`config.mk`:
```
export PLATFORM = sky130hd
export DESIGN_NAME = io_trap_decoder
export DESIGN_NICKNAME = d
export VERILOG_FILES = /design/src/rtl/io_trap_decoder.sv
export SDC_FILE = /design/constraint.sdc
export NUM_CORES = 1
export LEC_CHECK = 0
export BUFFER_PORTS_ARGS = -buffer_cell sky130_fd_sc_hd__buf_2
export CORE_MARGIN = 2
export CORE_UTILIZATION = 57
export CTS_CLUSTER_DIAMETER = 200
export DETAILED_ROUTE_END_ITERATION = 10
export PLACE_DENSITY = 0.79
export SYNTH_ARGS = -nofsm -noshare
export SYNTH_HDL_FRONTEND = slang
export SYNTH_SLANG_ARGS = --single-unit
```
`constraint.sdc`:
```
create_clock -name clk -period 2.6 [get_ports clk]
set_input_delay 0.78 -clock clk [delete_from_list [all_inputs] [get_ports clk]]
set_output_delay 0.78 -clock clk [all_outputs]
set_load 0.05 [all_outputs]
```
`src/rtl/io_trap_decoder.sv`:
```
// io_trap_decoder: traps Z80 I/O cycles matching programmable base/mask slots
module io_trap_decoder #(
  parameter int NSLOT = 4
) (
  input  logic       clk,
  input  logic       reset_n,
  input  logic       iorq_n,
  input  logic       m1_n,
  input  logic       rd_n,
  input  logic       wr_n,
  input  logic [7:0] addr,
  input  logic [7:0] data,
  input  logic       virtual_enabled,
  input  logic       cfg_wr,
  input  logic [3:0] cfg_addr,
  input  logic [7:0] cfg_data,
  input  logic       trap_ack,
  output logic       trap_condition,
  output logic [7:0] trap_port,
  output logic [7:0] trap_data,
  output logic       trap_dir,
  output logic [1:0] trap_slot,
  output logic       trap_overrun
);
  typedef enum logic {IDLE, ACTIVE} state_t;
  state_t     state;
  logic       iorq_q;
  logic [7:0] base [NSLOT];
  logic [7:0] mask [NSLOT];
  logic [7:0] en;
  logic [NSLOT-1:0] match;
  logic       is_wr, is_rd, start, hit;
  logic [1:0] hit_slot;
  assign is_wr = !wr_n;
  assign is_rd = wr_n && !rd_n;
  for (genvar n = 0; n < NSLOT; n++) begin : g_slot
    assign match[n] = (((addr ^ base[n]) & mask[n]) == 8'h00) && (is_wr ? en[NSLOT+n] : is_rd && en[n]);
  end
  // lowest-numbered matching slot wins; first edge of a non-interrupt I/O cycle evaluates
  always_comb begin
    hit_slot = '0;
    for (int i = NSLOT - 1; i >= 0; i--) if (match[i]) hit_slot = 2'(i);
    start = (state == IDLE) && !iorq_n && iorq_q && m1_n;
    hit = start && virtual_enabled && |match;
  end
  // write-only config registers, old values still used by a same-edge evaluation
  always_ff @(posedge clk or negedge reset_n) begin
    if (!reset_n) begin
      for (int i = 0; i < NSLOT; i++) begin
        base[i] <= '0;
        mask[i] <= '0;
      end
      en <= '0;
    end else if (cfg_wr) begin
      if (cfg_addr < 4'd4) base[cfg_addr[1:0]] <= cfg_data;
      else if (cfg_addr < 4'd8) mask[cfg_addr[1:0]] <= cfg_data;
      else if (cfg_addr == 4'd8) en <= cfg_data;
    end
  end
  // cycle FSM plus trap latch; a new hit beats a coincident ack
  always_ff @(posedge clk or negedge reset_n) begin
    if (!reset_n) begin
      state <= IDLE;
      iorq_q <= 1'b1;
      trap_condition <= 1'b0;
      trap_port <= '0;
      trap_data <= '0;
      trap_dir <= 1'b0;
      trap_slot <= '0;
      trap_overrun <= 1'b0;
    end else begin
      iorq_q <= iorq_n;
      state <= start ? ACTIVE : (state == ACTIVE && iorq_n) ? IDLE : state;
      if (hit && (!trap_condition || trap_ack)) begin
        trap_condition <= 1'b1;
        trap_port <= addr;
        trap_data <= is_wr ? data : 8'h00;
        trap_dir <= is_wr;
        trap_slot <= hit_slot;
        trap_overrun <= 1'b0;
      end else if (hit) trap_overrun <= 1'b1;
      else if (trap_ack) begin
        trap_condition <= 1'b0;
        trap_overrun <= 1'b0;
      end
    end
  end
endmodule

```
Word-level counts from Yosys, hierarchy flattened
Cells that the tools add are included.
{ "op_classes": {"eq_ne": 2, "div": 0, "mul": 0, "shifts": 0, "n_reduce_logical": 34, "mux": 20, "n_addsub": 0, "magnitude_cmp": 4, "bitwise_logic": 12} }
{ "op_table": {"columns": ["cell", "n"], "rows": [
  ["bitwise mux 32 bit", 2],
  ["AND 8 bit", 4],
  ["zero test 8 bit", 4],
  ["bitwise XOR 8 bit", 4],
  ["logical AND 1 bit", 17],
  ["demux 8 bit (select 2 bit)", 1],
  ["2-to-1 mux 8 bit", 2],
  ["2-to-1 mux 1 bit", 11],
  ["2-to-1 mux 2 bit", 4],
  ["== test 4 bit, second input constant", 1],
  ["zero test 1 bit", 4],
  ["< comparator 4 x 3 -> 1 bit, second input constant", 1],
  ["< comparator 4 bit, second input constant", 1],
  ["AND reduction 2 bit", 2],
  ["AND reduction 4 bit", 1],
  ["nonzero test 2 bit", 2],
  ["OR reduction 4 bit", 1],
  ["greater-or-equal comparator 3 bit, second input constant", 1],
  ["< comparator 3 x 1 -> 1 bit, second input constant", 1],
  ["NOT 1 bit", 3],
  ["NOT 2 -> 3 bit", 1],
  ["AND reduction 3 bit", 1],
  ["nonzero test 3 bit", 1],
  ["!= test 2 x 1 -> 1 bit, second input constant", 1],
  ["logical OR 1 bit", 1]
]} }
{ "totals": {"mem_count": 0, "in_bits": 37, "elab_cells": 89, "output_inout_bits": 21, "ff_bits": 95, "latch_bits": 0, "ramBits": 0, "rom_bits": 0} }

Depth between registers and ports, before layout
Gate-level depths: netlist of run 1.
{ "logic_depth": {"word_depth": 10, "ltp_mapped": 8, "depth_no_buf": 6} }

Worst setup path before layout of run 1
No wires, ideal clock.
{ "synth_path": {"path_type": "input port to flip-flop", "from": "input port addr[4]", "to": "register trap_data[7]", "path_buffers": 2, "path_stages": 8, "setup_time_ns": 0.125, "arrival_time_ns": 2.360, "slack_ns": 0.115, "required_ns": 2.475, "cell_sequence": "clkbuf_1 > xor2_1 > a222oi_1 > nand4_1 > nand4_2 > nand3_4 > buf_6 > mux2_4"} }
{ "synth_between": {"elab_chain_len": 7, "elab_cells_between_ends": 19, "classes_between": "bitwise (8); reduce/logical (11)"} }
{ "synth_lines": {"columns": ["element", "line", "rtl"], "rows": [
  ["start: declaration", "11", "input logic [7:0] addr,"],
  ["bitwise XOR 8 bit", "37", "assign match[n] = (((addr ^ base[n]) & mask[n]) == 8'h00) && (is_wr ? en[NSLOT+n] : is_rd && en[n]);"],
  ["AND 8 bit", "37", null],
  ["zero test 8 bit", "37", null],
  ["logical AND 1 bit", "37", null],
  ["OR reduction 4 bit (*)", "44", "hit = start && virtual_enabled && |match;"],
  ["logical AND 1 bit (*)", "44", null],
  ["logical AND 1 bit (*)", "74", "if (hit && (!trap_condition || trap_ack)) begin"],
  ["end signal: assignment", "77", "trap_data <= is_wr ? data : 8'h00;"],
  ["end: declaration", "20", "output logic [7:0] trap_data,"]
]} }
Every way passes the cells marked *; elsewhere a longest branch is shown, timed or not.
A chain may end at the register's enable or synchronous reset.

Worst setup path after layout of run 1
{ "layout_path": {"from": "input port wr_n", "to": "register trap_data[7]"} }
{ "layout_between": {"elab_chain_len": 7, "elab_cells_between_ends": 17, "classes_between": "mux (5); reduce/logical (12)"} }
{ "layout_lines": {"columns": ["element", "line", "rtl"], "rows": [
  ["start: declaration", "10", "input logic wr_n,"],
  ["logical AND 1 bit", "35", "assign is_rd = wr_n && !rd_n;"],
  ["logical AND 1 bit", "37", null],
  ["2-to-1 mux 1 bit", "37", null],
  ["logical AND 1 bit", "37", null],
  ["OR reduction 4 bit", "44", null],
  ["logical AND 1 bit", "44", null],
  ["logical AND 1 bit", "74", null]
]} }
Parallel ways exist; a longest one is shown, timed or not.

==> summary.md, run 1 <==
| Metric | Value |
|---|---|
| Cell type with the largest total area after synthesis | `sky130_fd_sc_hd__dfrtp_1` |
| Initial DRT Pass Iterations | `4` |
| Routed wire per std cell | `18.1 um` |
| CTS tree | `yes` |
| Max Clock Freq | `about 0.45 GHz` |
| Compound-gate portion of the synthesized area | `0.0399` |
| Cells traversed along the worst timing path | `buf_2, nand2b_1, a222oi_1, nand4_1, nand4_2, nand3_4, buf_12, mux2_4` |
| Buf+Inv Stages, Crit Path | `2` |
| Cell family contributing the most delay on the critical path | `simple AND/OR/NAND/NOR gates` |
| Core area | `between 7000 and 8000 um^2` |
| Num Clock Sinks | `between 90 and 100` |
| Classification of the worst-slack hold path | `in -> async` |
| Resized Gates After CTS | `0` |
| Start-to-end type of the worst setup path | `in -> reg` |
| Reported leakage power | `~2.3 nW` |
| Via-to-Cell Ratio | `between 5 and 6` |
| Synthesized netlist cell count | `300` |
| Share of synthesized cell area in full adder, half adder and majority cells | `0` |
| Total number of vias | `roughly 2600` |
| TritonCTS buffer count | `9` |
| P_int | `2.78 mW` |
| Yosys warnings | `0` |
| Effective utilization at floorplan | `0.587` |
| Most area-consuming cells after synthesis | `sky130_fd_sc_hd__dfrtp_1 (56%), sky130_fd_sc_hd__mux2_2 (22%), sky130_fd_sc_hd__xor2_1 (6.6%)` |
| DR DRC count | `0` |
| Height of the die | `between 90 and 100 um` |
| Cell with the largest stage delay on the worst path | `sky130_fd_sc_hd__a222oi_1` |
| Mapped Area | `~4200 um^2` |
| Clock-pin transition on the worst setup and hold timing paths | `around 0.090 ns` |
| Async set or reset register ratio after synthesis | `1.00` |
| Row count | `31` |
| Maximum number of buffers from clock root to sink | `2` |
| Clock insertion delay at the later pin of the skew report | `between 0.3 and 0.4 ns` |
| Share of the clock period used by the worst path | `0.846` |
| Area of the die | `slightly above 8000 um^2` |
| Post-synthesis xor/xnor area fraction | `0.0662` |
| Total of buffers placed on input and output ports | `57` |
| Syn_nets | `337` |
| Data required time of the worst path | `~2.8 ns` |
| Unrepaired setup endpoints after global routing | `no` |
| Largest incremental delay on the critical path | `just under 0.4 ns` |
| Element type at the critical path end | `flop` |
| Number of max-capacitance violations reported | `0` |
| Pins over their slew limit | `0` |
| Primary flip-flop cell chosen by synthesis mapping | `sky130_fd_sc_hd__dfrtp_1` |
| Most instantiated cells after synthesis | `sky130_fd_sc_hd__dfrtp_1 (94), sky130_fd_sc_hd__mux2_2 (81), sky130_fd_sc_hd__xor2_1 (32)` |
| Actual transition at the worst max-transition pin | `~0.55 ns` |
| Remaining max-slew budget at the tightest pin | `0.630` |
| Final wirelength | `about 8.6 mm` |
| Mean cell area of the mapped netlist | `roughly 14 um^2` |
| Final Wtd Congestion | `around 0.9` |
| Vias in the first global route | `2646` |
| Switching fraction of total power | `0.347` |
| Clock H-tree levels | `3` |
| Simple-gate portion of the synthesized area | `0.0732` |
| Part of the Yosys area used for sequential elements | `0.561` |
| Global-route wire length before repair | `around 14 mm` |
| Skew final | `around 0.0098 ns` |
| Number of failing hold endpoints at the final stage | `0` |
| Type of element launching the critical path | `input port` |
| Share of synthesized area spent on multiplexers | `0.242` |
| Pin count of the biggest net entering global routing | `43` |
| Root Buffer Master | `sky130_fd_sc_hd__clkbuf_8` |
| Crit path max fanout | `15` |
| Total power divided by cell area | `between 800 and 900 nW/um^2` |
| Fraction of post-synthesis cell area in the top cell type by area | `0.555` |
| Largest family of logic cells by synthesized area | `multiplexers` |
| Synth-to-layout area growth | `15.7%` |
| Register bit count reported by yosys | `95` |
| Reg power frac | `0.486` |
| Post-detailed-route count of antenna-violating nets | `0` |
| Worst hold slack | `approximately 0.36 ns` |
| Fraction of power consumed by the clock network | `0.209` |
| Aggregate negative setup slack | `0 ns` |
| Number of antenna violations at the first check in global routing | `0` |
| Number of endpoints failing setup at the final stage | `0` |
| Total grt overflow | `0` |
| Buffers inserted by post-CTS timing repair | `0` |
| Count of filler cells inserted in the layout | `540` |
| Number of enable-type register cells in the synthesized netlist | `0` |
| I/O pin count | `just under 60` |
| # hold bufs at CTS | `0` |
| Global-route usage over all layers | `0.220` |
| Width of the die | `about 90 um` |
| Final antenna diode count | `0` |
| Library cells used by synthesis | `33` |
| Number of DRC markers in iteration 0 | `250` |
| Max rail drop VDD | `between 0.6 and 0.7 mV` |
| Fraction of layout instances using a drive strength above 1 | `0.476` |
| Critical Path AT | `about 2.5 ns` |
| Library cell with the highest instance count after synthesis | `sky130_fd_sc_hd__dfrtp_1` |
| Fin crit period | `2.20 ns` |
| Switching power | `1.48 mW` |
| Flop2flop setup slack | `slightly below 0.6 ns` |
| HPWL after detailed placement | `a little over 6 mm` |
| Fin nets | `slightly above 400` |
| Comb pwr share | `0.305` |
| Status | `completed` |
## flip-flops by register name, summed over array words and instances, names as in the netlist
signal and count:
trap_overrun 1, trap_condition 1, trap_dir 1, base 32, mask 32, trap_data 8
iorq_q 1, en 8, state 1, trap_port 8, trap_slot 2
## layout by cell type, fill, tap and decap left out, types with 2 or more instances in the layout
master and n:
sky130_fd_sc_hd__a222oi_1 4, sky130_fd_sc_hd__a22oi_1 12, sky130_fd_sc_hd__a31oi_1 2, sky130_fd_sc_hd__and2b_1 5, sky130_fd_sc_hd__buf_12 3, sky130_fd_sc_hd__buf_2 56, sky130_fd_sc_hd__buf_4 12, sky130_fd_sc_hd__clkbuf_1 2
sky130_fd_sc_hd__clkbuf_8 11, sky130_fd_sc_hd__clkinv_2 2, sky130_fd_sc_hd__dfrtp_1 94, sky130_fd_sc_hd__inv_1 2, sky130_fd_sc_hd__mux2_2 81, sky130_fd_sc_hd__mux2_4 7, sky130_fd_sc_hd__nand2_1 6, sky130_fd_sc_hd__nand2b_1 8
sky130_fd_sc_hd__nand3b_1 6, sky130_fd_sc_hd__nand4_1 4, sky130_fd_sc_hd__nor2_1 5, sky130_fd_sc_hd__nor2b_1 3, sky130_fd_sc_hd__nor3_1 2, sky130_fd_sc_hd__xor2_1 32
## power groups by stage
stage / clock, mW / combinational, mW / sequential [mW]
after detailed placement: 0 / 1.31 / 2.10
after floorplan: 0 / 0.572 / 2.46
after global routing: 0.977 / 1.39 / 2.12
after CTS: 0.906 / 1.31 / 2.08
after global placement: 0 / 1.28 / 2.09
final: 0.891 / 1.30 / 2.08
## final cells by class
cell class / count / area, um^2 / share of cell area
Clock buffer: 13 / 159 / 0.0324
Clock inverter: 3 / 17.5 / 0.00357
Inverter: 2 / 7.51 / 0.00153
Multi-Input combinational cell: 190 / 1790 / 0.364
Sequential cell: 95 / 2380 / 0.485
Tap cell: 99 / 124 / 0.0253
Timing Repair Buffer: 71 / 430 / 0.0878
## final timing paths
path / startpoint / cells past startpoint / endpoint
setup reg to reg: base[20]$_DFFE_PN0P_ / 7 / trap_data[7]$_DFFE_PN0P_
hold / removal: reset_n / 1 / trap_data[1]$_DFFE_PN0P_
min in group clk: trap_data[5]$_DFFE_PN0P_ / 1 / trap_data[5]$_DFFE_PN0P_
setup / recovery: wr_n / 8 / trap_data[7]$_DFFE_PN0P_
hold reg to reg: trap_data[5]$_DFFE_PN0P_ / 1 / trap_data[5]$_DFFE_PN0P_
max in group asynchronous: reset_n / 2 / iorq_q$_DFF_PN1_
## worst reg2reg max path: cells and delay by family, from the launching register on
family | cells | cell delay (ns)
compound gates | 1 | 0.34
simple gates | 3 | 0.49
flops | 1 | 0.41
xor+xnor | 1 | 0.17
buf+inv | 1 | 0.19
mux | 1 | 0.29
## routing by layer
metal,vias to the layer above,routed length [um],share of wire,track usage
li1,1210,-,-,-
met1,1333,4020,0.47,0.311
met2,64,4020,0.47,0.349
met3,8,448,0.052,0.0562
met4,0,76,0.0089,0.0487
met5,-,0,0,0
## metrics by stage
step	setup WS, ns	power, mW	utilization	cell area [um^2]	cells
6_report	0.399	4.27	0.680	4900	473
3_3_place_gp	0.0631	3.37	0.655	4730	457
2_1_floorplan	0.115	3.04	-	4240	300
4_1_cts	0.411	4.29	0.680	4900	473
3_5_place_dp	0.0263	3.41	0.655	4730	457
5_1_grt	0.296	4.49	0.680	4900	473
## logic make-up after synthesis
| kind of cell | count (synthesis) |
|---|---|
| flip-flops | 95 |
| multiplexers | 89 |
| AND/OR/NAND/NOR | 47 |
| XOR/XNOR | 32 |
| AO/OA/AOI/OAI | 22 |
| buffers and inverters | 15 |
No activity file was read; power rests on OpenSTA's default activity.
==> inputs of run 2 (changes only) <==
Clock period 2.6 ns to 2.2 ns, I/O delays scaled along.
==> run 2 against run 1 <==
Die area unchanged. Combinational power increased by 18%. Via count increased by 2.7%. First-iteration DRC count decreased by 36%. Largest power group unchanged.
==> summary.md, run 2 (same netlist as run 1, synthesis figures left out) <==
| Metric | Value |
|---|---|
| Switching power | `about 1.8 mW` |
| Number of antenna violations at the first check in global routing | `0` |
| Start-to-end type of the worst setup path | `in -> reg` |
| Synth-to-layout area growth | `17.7%` |
| Most frequent cells in the layout | `sky130_fd_sc_hd__dfrtp_1 (94), sky130_fd_sc_hd__mux2_2 (81), sky130_fd_sc_hd__buf_2 (56)` |
| Remaining max-slew budget at the tightest pin | `0.705` |
| Fin crit period | `between 2 and 2.5 ns` |
| Vias in the first global route | `around 2800` |
| Element type at the critical path end | `flop` |
| TritonCTS buffer count | `9` |
| P_int | `approximately 3.4 mW` |
| Post-detailed-route count of antenna-violating nets | `0` |
| Final setup slack of the worst path | `0.0395 ns` |
| Number of endpoints failing setup at the final stage | `0` |
| Max Clock Freq | `0.463 GHz` |
| Pin count of the biggest net entering global routing | `66` |
| Clock-pin transition on the worst setup and hold timing paths | `roughly 0.09 ns` |
| Power consumption | `just over 5 mW` |
| Final Wtd Congestion | `around 0.81` |
| Total power divided by cell area | `1030 nW/um^2` |
| Data required time of the worst path | `around 2.5 ns` |
| Fin nets | `between 400 and 500` |
| Cells traversed along the worst timing path | `buf_2, nand2b_1, a222oi_1, nand4_1, nand4_2, nand3_4, buf_12, mux2_4` |
| Via-to-Cell Ratio | `roughly 5.6` |
| Number of max-capacitance violations reported | `0` |
| Fraction of layout instances using a drive strength above 1 | `0.490` |
| CTS tree | `yes` |
| Share of the clock period used by the worst path | `0.982` |
| Placed cell areas | `approximately 4800 um^2` |
| Crit path max fanout | `15` |
| Cell family contributing the most delay on the critical path | `simple AND/OR/NAND/NOR gates` |
| Critical Path AT | `around 2.4 ns` |
| Multi-input gate area | `roughly 1800 um^2` |
| HPWL after detailed placement | `roughly 6.2 mm` |
| Width of the die | `~90 um` |
| Global-route usage over all layers | `0.231` |
| Final antenna diode count | `0` |
| Total of buffers placed on input and output ports | `57` |
| Switching fraction of total power | `0.344` |
| Global-route wire length before repair | `around 14 mm` |
| Max rail drop VDD | `between 0.5 and 0.6 mV` |
| Worst setup slack after placement | `-0.300 ns` |
| Pins over their slew limit | `0` |
| Cell with the largest stage delay on the worst path | `sky130_fd_sc_hd__a222oi_1` |
| Area of the die | `8140 um^2` |
| Fraction of power consumed by the clock network | `0.222` |
| Classification of the worst-slack hold path | `in -> async` |
| Row count | `31` |
| Largest incremental delay on the critical path | `between 0.4 and 0.5 ns` |
| Actual transition at the worst max-transition pin | `0.443 ns` |
| Storage element area | `around 2400 um^2` |
| Post-route standard cell area excluding fillers | `4990 um^2` |
| Number of DRC markers in iteration 0 | `between 150 and 200` |
| Type of element launching the critical path | `input port` |
| Count of filler cells inserted in the layout | `543` |
| Height of the die | `between 90 and 100 um` |
| Number of failing hold endpoints at the final stage | `0` |
| Reported leakage power | `about 2.4 nW` |
| Root Buffer Master | `sky130_fd_sc_hd__clkbuf_8` |
| Clock H-tree levels | `3` |
| Unrepaired setup endpoints after global routing | `no` |
| Num Clock Sinks | `95` |
| I/O pin count | `a little under 60` |
| Total number of vias | `between 2000 and 3000` |
| Maximum number of buffers from clock root to sink | `2` |
| Worst R2R Path Depth | `7` |
| Core area | `between 7000 and 8000 um^2` |
| Total grt overflow | `0` |
| DR DRC count | `0` |
| Clock insertion delay at the later pin of the skew report | `roughly 0.36 ns` |
| Routed wire per std cell | `around 18 um` |
| Buf+Inv Stages, Crit Path | `2` |
| Initial DRT Pass Iterations | `4` |
| Status | `completed` |
| Most common cell after layout, fill and taps aside | `sky130_fd_sc_hd__dfrtp_1` |
| Reg power frac | `0.478` |
| Stages on the worst setup path | `8` |
| Registers with the highest flip-flop counts | `base: 32 flops, mask: 32 flops` |
| Skew final | `between 0.007 and 0.008 ns` |
| Comb pwr share | `0.300` |
| Final wirelength | `8.69 mm` |
| Effective utilization at floorplan | `0.587` |
| Resized Gates After CTS | `0` |
| # hold bufs at CTS | `0` |
## run 2: cell count changes in the layout (fill, tap and decap cells not counted)
cell,change
sky130_fd_sc_hd__clkinv_2,-1
sky130_fd_sc_hd__bufinv_16,+1
sky130_fd_sc_hd__clkbuf_8,-1
sky130_fd_sc_hd__clkbuf_1,-1
sky130_fd_sc_hd__buf_4,+8
sky130_fd_sc_hd__clkinvlp_4,+2
## run 2: worst paths after layout
| check | startpoint | to | slack (ns) |
|---|---|---|---|
| hold / removal | reset_n | trap_port[4]$_DFFE_PN0P_ | 0.09 |
| setup / recovery | wr_n | trap_data[7]$_DFFE_PN0P_ | 0.04 |
| hold reg to reg | state$_DFFE_PN0P_ | state$_DFFE_PN0P_ | 0.50 |
| min in group clk | iorq_n | iorq_q$_DFF_PN1_ | 0.42 |
| max in group asynchronous | reset_n | iorq_q$_DFF_PN1_ | 1.53 |
| setup reg to reg | base[28]$_DFFE_PN0P_ | trap_data[7]$_DFFE_PN0P_ | 0.13 |
## run 2: timing repair
action	CTS	global route
setup endpoints to repair	0	1
endpoints found under the hold margin	0	0
buffers inserted	0	1
## run 2: layout make-up
type,instances,area share
Clock inverter,5,0.0115
Inverter,2,0.00151
Clock buffer,11,0.0284
Multi-Input combinational cell,190,0.358
Tap cell,99,0.0248
Timing Repair Buffer,79,0.0984
Sequential cell,95,0.477
## run 2: metal layers
metal / GRT usage / wire length, um / vias up / part of all wire
met1: 0.320 / 4040 / 1349 / 0.47
met3: 0.0495 / 401 / 14 / 0.046
met2: 0.368 / 4120 / 80 / 0.47
li1: - / - / 1242 / -
met4: 0.0731 / 129 / 0 / 0.015
met5: 0 / 0 / - / 0
## run 2: power groups by stage
stage | Sequential, mW | Combinational [mW] | Clock, mW
after floorplan | 2.91 | 0.679 | 0
after global placement | 2.47 | 1.52 | 0
after detailed placement | 2.49 | 1.56 | 0
after CTS | 2.46 | 1.56 | 1.18
after global routing | 2.52 | 1.66 | 1.25
final | 2.46 | 1.54 | 1.15
## run 2: stage by stage
| stage | cells | hold WS (ns) | TNS (ns) | util |
|---|---|---|---|---|
| global route | 481 | 0.0871 | 0 | 0.691 |
| finish | 481 | 0.0940 | 0 | 0.691 |
| global placement | 464 | 0.481 | -3.89 | 0.663 |
| CTS | 480 | 0.0844 | 0 | 0.690 |
| floorplan | 300 | 0.364 | -0.589 | - |
| detailed placement | 464 | 0.484 | -4.75 | 0.663 |
==> inputs of run 3 (changes only) <==
--- a/config.mk
+++ b/config.mk
@@ -8,8 +8,8 @@
 export BUFFER_PORTS_ARGS = -buffer_cell sky130_fd_sc_hd__buf_2
 export CORE_MARGIN = 2
-export CORE_UTILIZATION = 57
+export CORE_UTILIZATION = 61
 export CTS_CLUSTER_DIAMETER = 200
 export DETAILED_ROUTE_END_ITERATION = 10
-export PLACE_DENSITY = 0.79
+export PLACE_DENSITY = 0.84
 export SYNTH_ARGS = -nofsm -noshare
 export SYNTH_HDL_FRONTEND = slang
==> constraint.sdc (replaced) <==
create_clock -name clk -period 2.75 [get_ports clk]
set_input_delay 0.55 -clock clk [delete_from_list [all_inputs] [get_ports clk]]
set_output_delay 0.55 -clock clk [all_outputs]
set_load 0.05 [all_outputs]
==> run 3 against run 2 <==
Non-clock buffer count decreased by 14. Clock power decreased by 11%. Routed wire length decreased by 2.4%. Worst hold slack improved by 0.074 ns. Combinational power decreased by 21%. Critical path depth decreased by 1. Via count decreased by 3.1%. Sequential power decreased by 20%. Core utilization increased by 2.8 points. Sequential cell count unchanged. Register-to-register slack improved by 0.46 ns.
==> summary.md, run 3 (same netlist as run 1, synthesis figures left out) <==
| Metric | Value |
|---|---|
| Fraction of power consumed by the clock network | `0.242` |
| Maximum number of buffers from clock root to sink | `2` |
| Most common cell after layout, fill and taps aside | `sky130_fd_sc_hd__dfrtp_1` |
| Core area | `6760 um^2` |
| Skew final | `around 0.0095 ns` |
| DR DRC count | `0` |
| Final wirelength | `roughly 8.5 mm` |
| Max rail drop VDD | `a little over 0.5 mV` |
| Final antenna diode count | `0` |
| Pin count of the biggest net entering global routing | `between 50 and 60` |
| Number of failing hold endpoints at the final stage | `0` |
| Crit path max fanout | `19` |
| Count of filler cells inserted in the layout | `just under 500` |
| Remaining max-slew budget at the tightest pin | `0.626` |
| Global-route usage over all layers | `0.248` |
| Actual transition at the worst max-transition pin | `0.561 ns` |
| Reported leakage power | `2.33 nW` |
| # hold bufs at CTS | `0` |
| Clock H-tree levels | `3` |
| Buffers inserted by post-CTS timing repair | `0` |
| Buf+Inv Stages, Crit Path | `1` |
| HPWL after detailed placement | `approximately 6.0 mm` |
| Pins over their slew limit | `0` |
| Via-to-Cell Ratio | `slightly below 6` |
| Max Clock Freq | `0.459 GHz` |
| Width of the die | `roughly 87 um` |
| Total grt overflow | `0` |
| Share of the clock period used by the worst path | `0.792` |
| Reg power frac | `0.467` |
| TritonCTS buffer count | `9` |
| Number of DRC markers in iteration 0 | `between 100 and 150` |
| Comb pwr share | `0.291` |
| CTS tree | `yes` |
| Aggregate negative setup slack | `0 ns` |
| Num Clock Sinks | `95` |
| Number of max-capacitance violations reported | `0` |
| Post-detailed-route count of antenna-violating nets | `0` |
| Most frequent cells in the layout | `sky130_fd_sc_hd__dfrtp_1 (94), sky130_fd_sc_hd__mux2_2 (81), sky130_fd_sc_hd__buf_2 (56)` |
| Effective utilization at floorplan | `0.627` |
| Routed wire per std cell | `between 15 and 20 um` |
| Element type at the critical path end | `flop` |
| Fin crit period | `between 2 and 2.5 ns` |
| Fin nets | `400` |
| Row count | `30` |
| Number of antenna violations at the first check in global routing | `0` |
| Area of the die | `between 7000 and 8000 um^2` |
| Type of element launching the critical path | `input port` |
| Start-to-end type of the worst setup path | `in -> reg` |
| Switching power | `between 1 and 1.5 mW` |
| Height of the die | `about 87 um` |
| Status | `completed` |
| Fraction of layout instances using a drive strength above 1 | `0.467` |
| Storage element area | `approximately 2400 um^2` |
| Critical Path AT | `approximately 2.4 ns` |
| Total power divided by cell area | `866 nW/um^2` |
| Clock insertion delay at the later pin of the skew report | `between 0.3 and 0.4 ns` |
| Clock-pin transition on the worst setup and hold timing paths | `about 0.09 ns` |
| Synth-to-layout area growth | `14.6%` |
| Unrepaired setup endpoints after global routing | `no` |
| Final Wtd Congestion | `0.819` |
| Resized Gates After CTS | `0` |
| Registers with the highest flip-flop counts | `base: 32 flops, mask: 32 flops` |
| Cells traversed along the worst timing path | `buf_2, nand3b_1, a222oi_1, nand4_1, nand4_2, nand3_4, mux2_4` |
| I/O pin count | `58` |
| Vias in the first global route | `~2700` |
| Initial DRT Pass Iterations | `4` |
| Global-route wire length before repair | `13.9 mm` |
| P_int | `2.81 mW` |
| Cell with the largest stage delay on the worst path | `sky130_fd_sc_hd__mux2_4` |
| Power consumption | `approximately 4.2 mW` |
| Number of endpoints failing setup at the final stage | `0` |
| Switching fraction of total power | `0.333` |
| Multi-input gate area | `between 1500 and 2000 um^2` |
| Cell family contributing the most delay on the critical path | `simple AND/OR/NAND/NOR gates` |
| Data required time of the worst path | `between 2 and 3 ns` |
| Classification of the worst-slack hold path | `in -> async` |
| Root Buffer Master | `sky130_fd_sc_hd__clkbuf_8` |
| Largest incremental delay on the critical path | `approximately 0.4 ns` |
| Total number of vias | `2602` |
| Total of buffers placed on input and output ports | `57` |
-- run 3: cell count changes in the layout (fill, tap and decap cells not counted), sizes merged --
cell | previous run | this run
clkinvlp | 3 | 0
clkbuf | 11 | 13
buf | 79 | 65
bufinv | 1 | 2
-- run 3: path summary, 6_finish.rpt --
check                                           from                  endpoint  slack (ns)  cells after the start
worst max-delay path                            wr_n  trap_data[7]$_DFFE_PN0P_        0.57                      7
worst min-delay path                         reset_n      base[24]$_DFFE_PN0P_        0.17                      1
worst max register to register  base[21]$_DFFE_PN0P_  trap_data[7]$_DFFE_PN0P_        0.59                      6
worst min register to register     state$_DFFE_PN0P_         state$_DFFE_PN0P_        0.51                      2
max in group asynchronous                    reset_n          iorq_q$_DFF_PN1_        1.88                      2
min in group clk                              iorq_n          iorq_q$_DFF_PN1_        0.30                      1
-- run 3: per-stage QoR --
step	worst slack [ns]	instance area, um^2	util	hold WS (ns)	cells
floorplan	0.495	4240	-	0.254	300
global placement	0.259	4630	0.686	0.469	432
detailed placement	0.182	4630	0.686	0.488	432
CTS	0.558	4860	0.719	0.169	448
global route	0.398	4860	0.719	0.190	448
finish	0.573	4860	0.719	0.168	448
-- run 3: layout make-up --
class | instances | share of cell area
clock buffers | 13 | 0.0327
clock inverters | 3 | 0.0134
inverters | 2 | 0.00155
multi-input cells | 190 | 0.368
flip-flops and latches | 95 | 0.490
well taps | 80 | 0.0206
repair buffers | 65 | 0.0742
-- run 3: routing by layer --
layer  up-vias  GRT usage  routed length (um)
met1      1295      0.349                3970
met3        15     0.0540                 487
met5         -          0                   0
li1       1203          -                   -
met4         0      0.106                 174
met2        89      0.373                3850
-- run 3: worst reg2reg max path, cell delays in order, from the launching register on --
cell and delay [ns]:
sky130_fd_sc_hd__dfrtp_1 0.39, sky130_fd_sc_hd__xor2_1 0.16, sky130_fd_sc_hd__a22oi_1 0.36, sky130_fd_sc_hd__nand4_1 0.23, sky130_fd_sc_hd__nand4_2 0.20, sky130_fd_sc_hd__nand3_4 0.30
sky130_fd_sc_hd__mux2_4 0.41
-- run 3: power by group through the flow --
stage          Sequential, mW  Clock (mW)  Combinational, mW
2_1_floorplan            2.33           0              0.541
3_3_place_gp             1.98           0               1.19
3_5_place_dp             1.99           0               1.23
4_1_cts                  1.97        1.04               1.23
5_1_grt                  2.01        1.10               1.31
6_report                 1.96        1.02               1.22
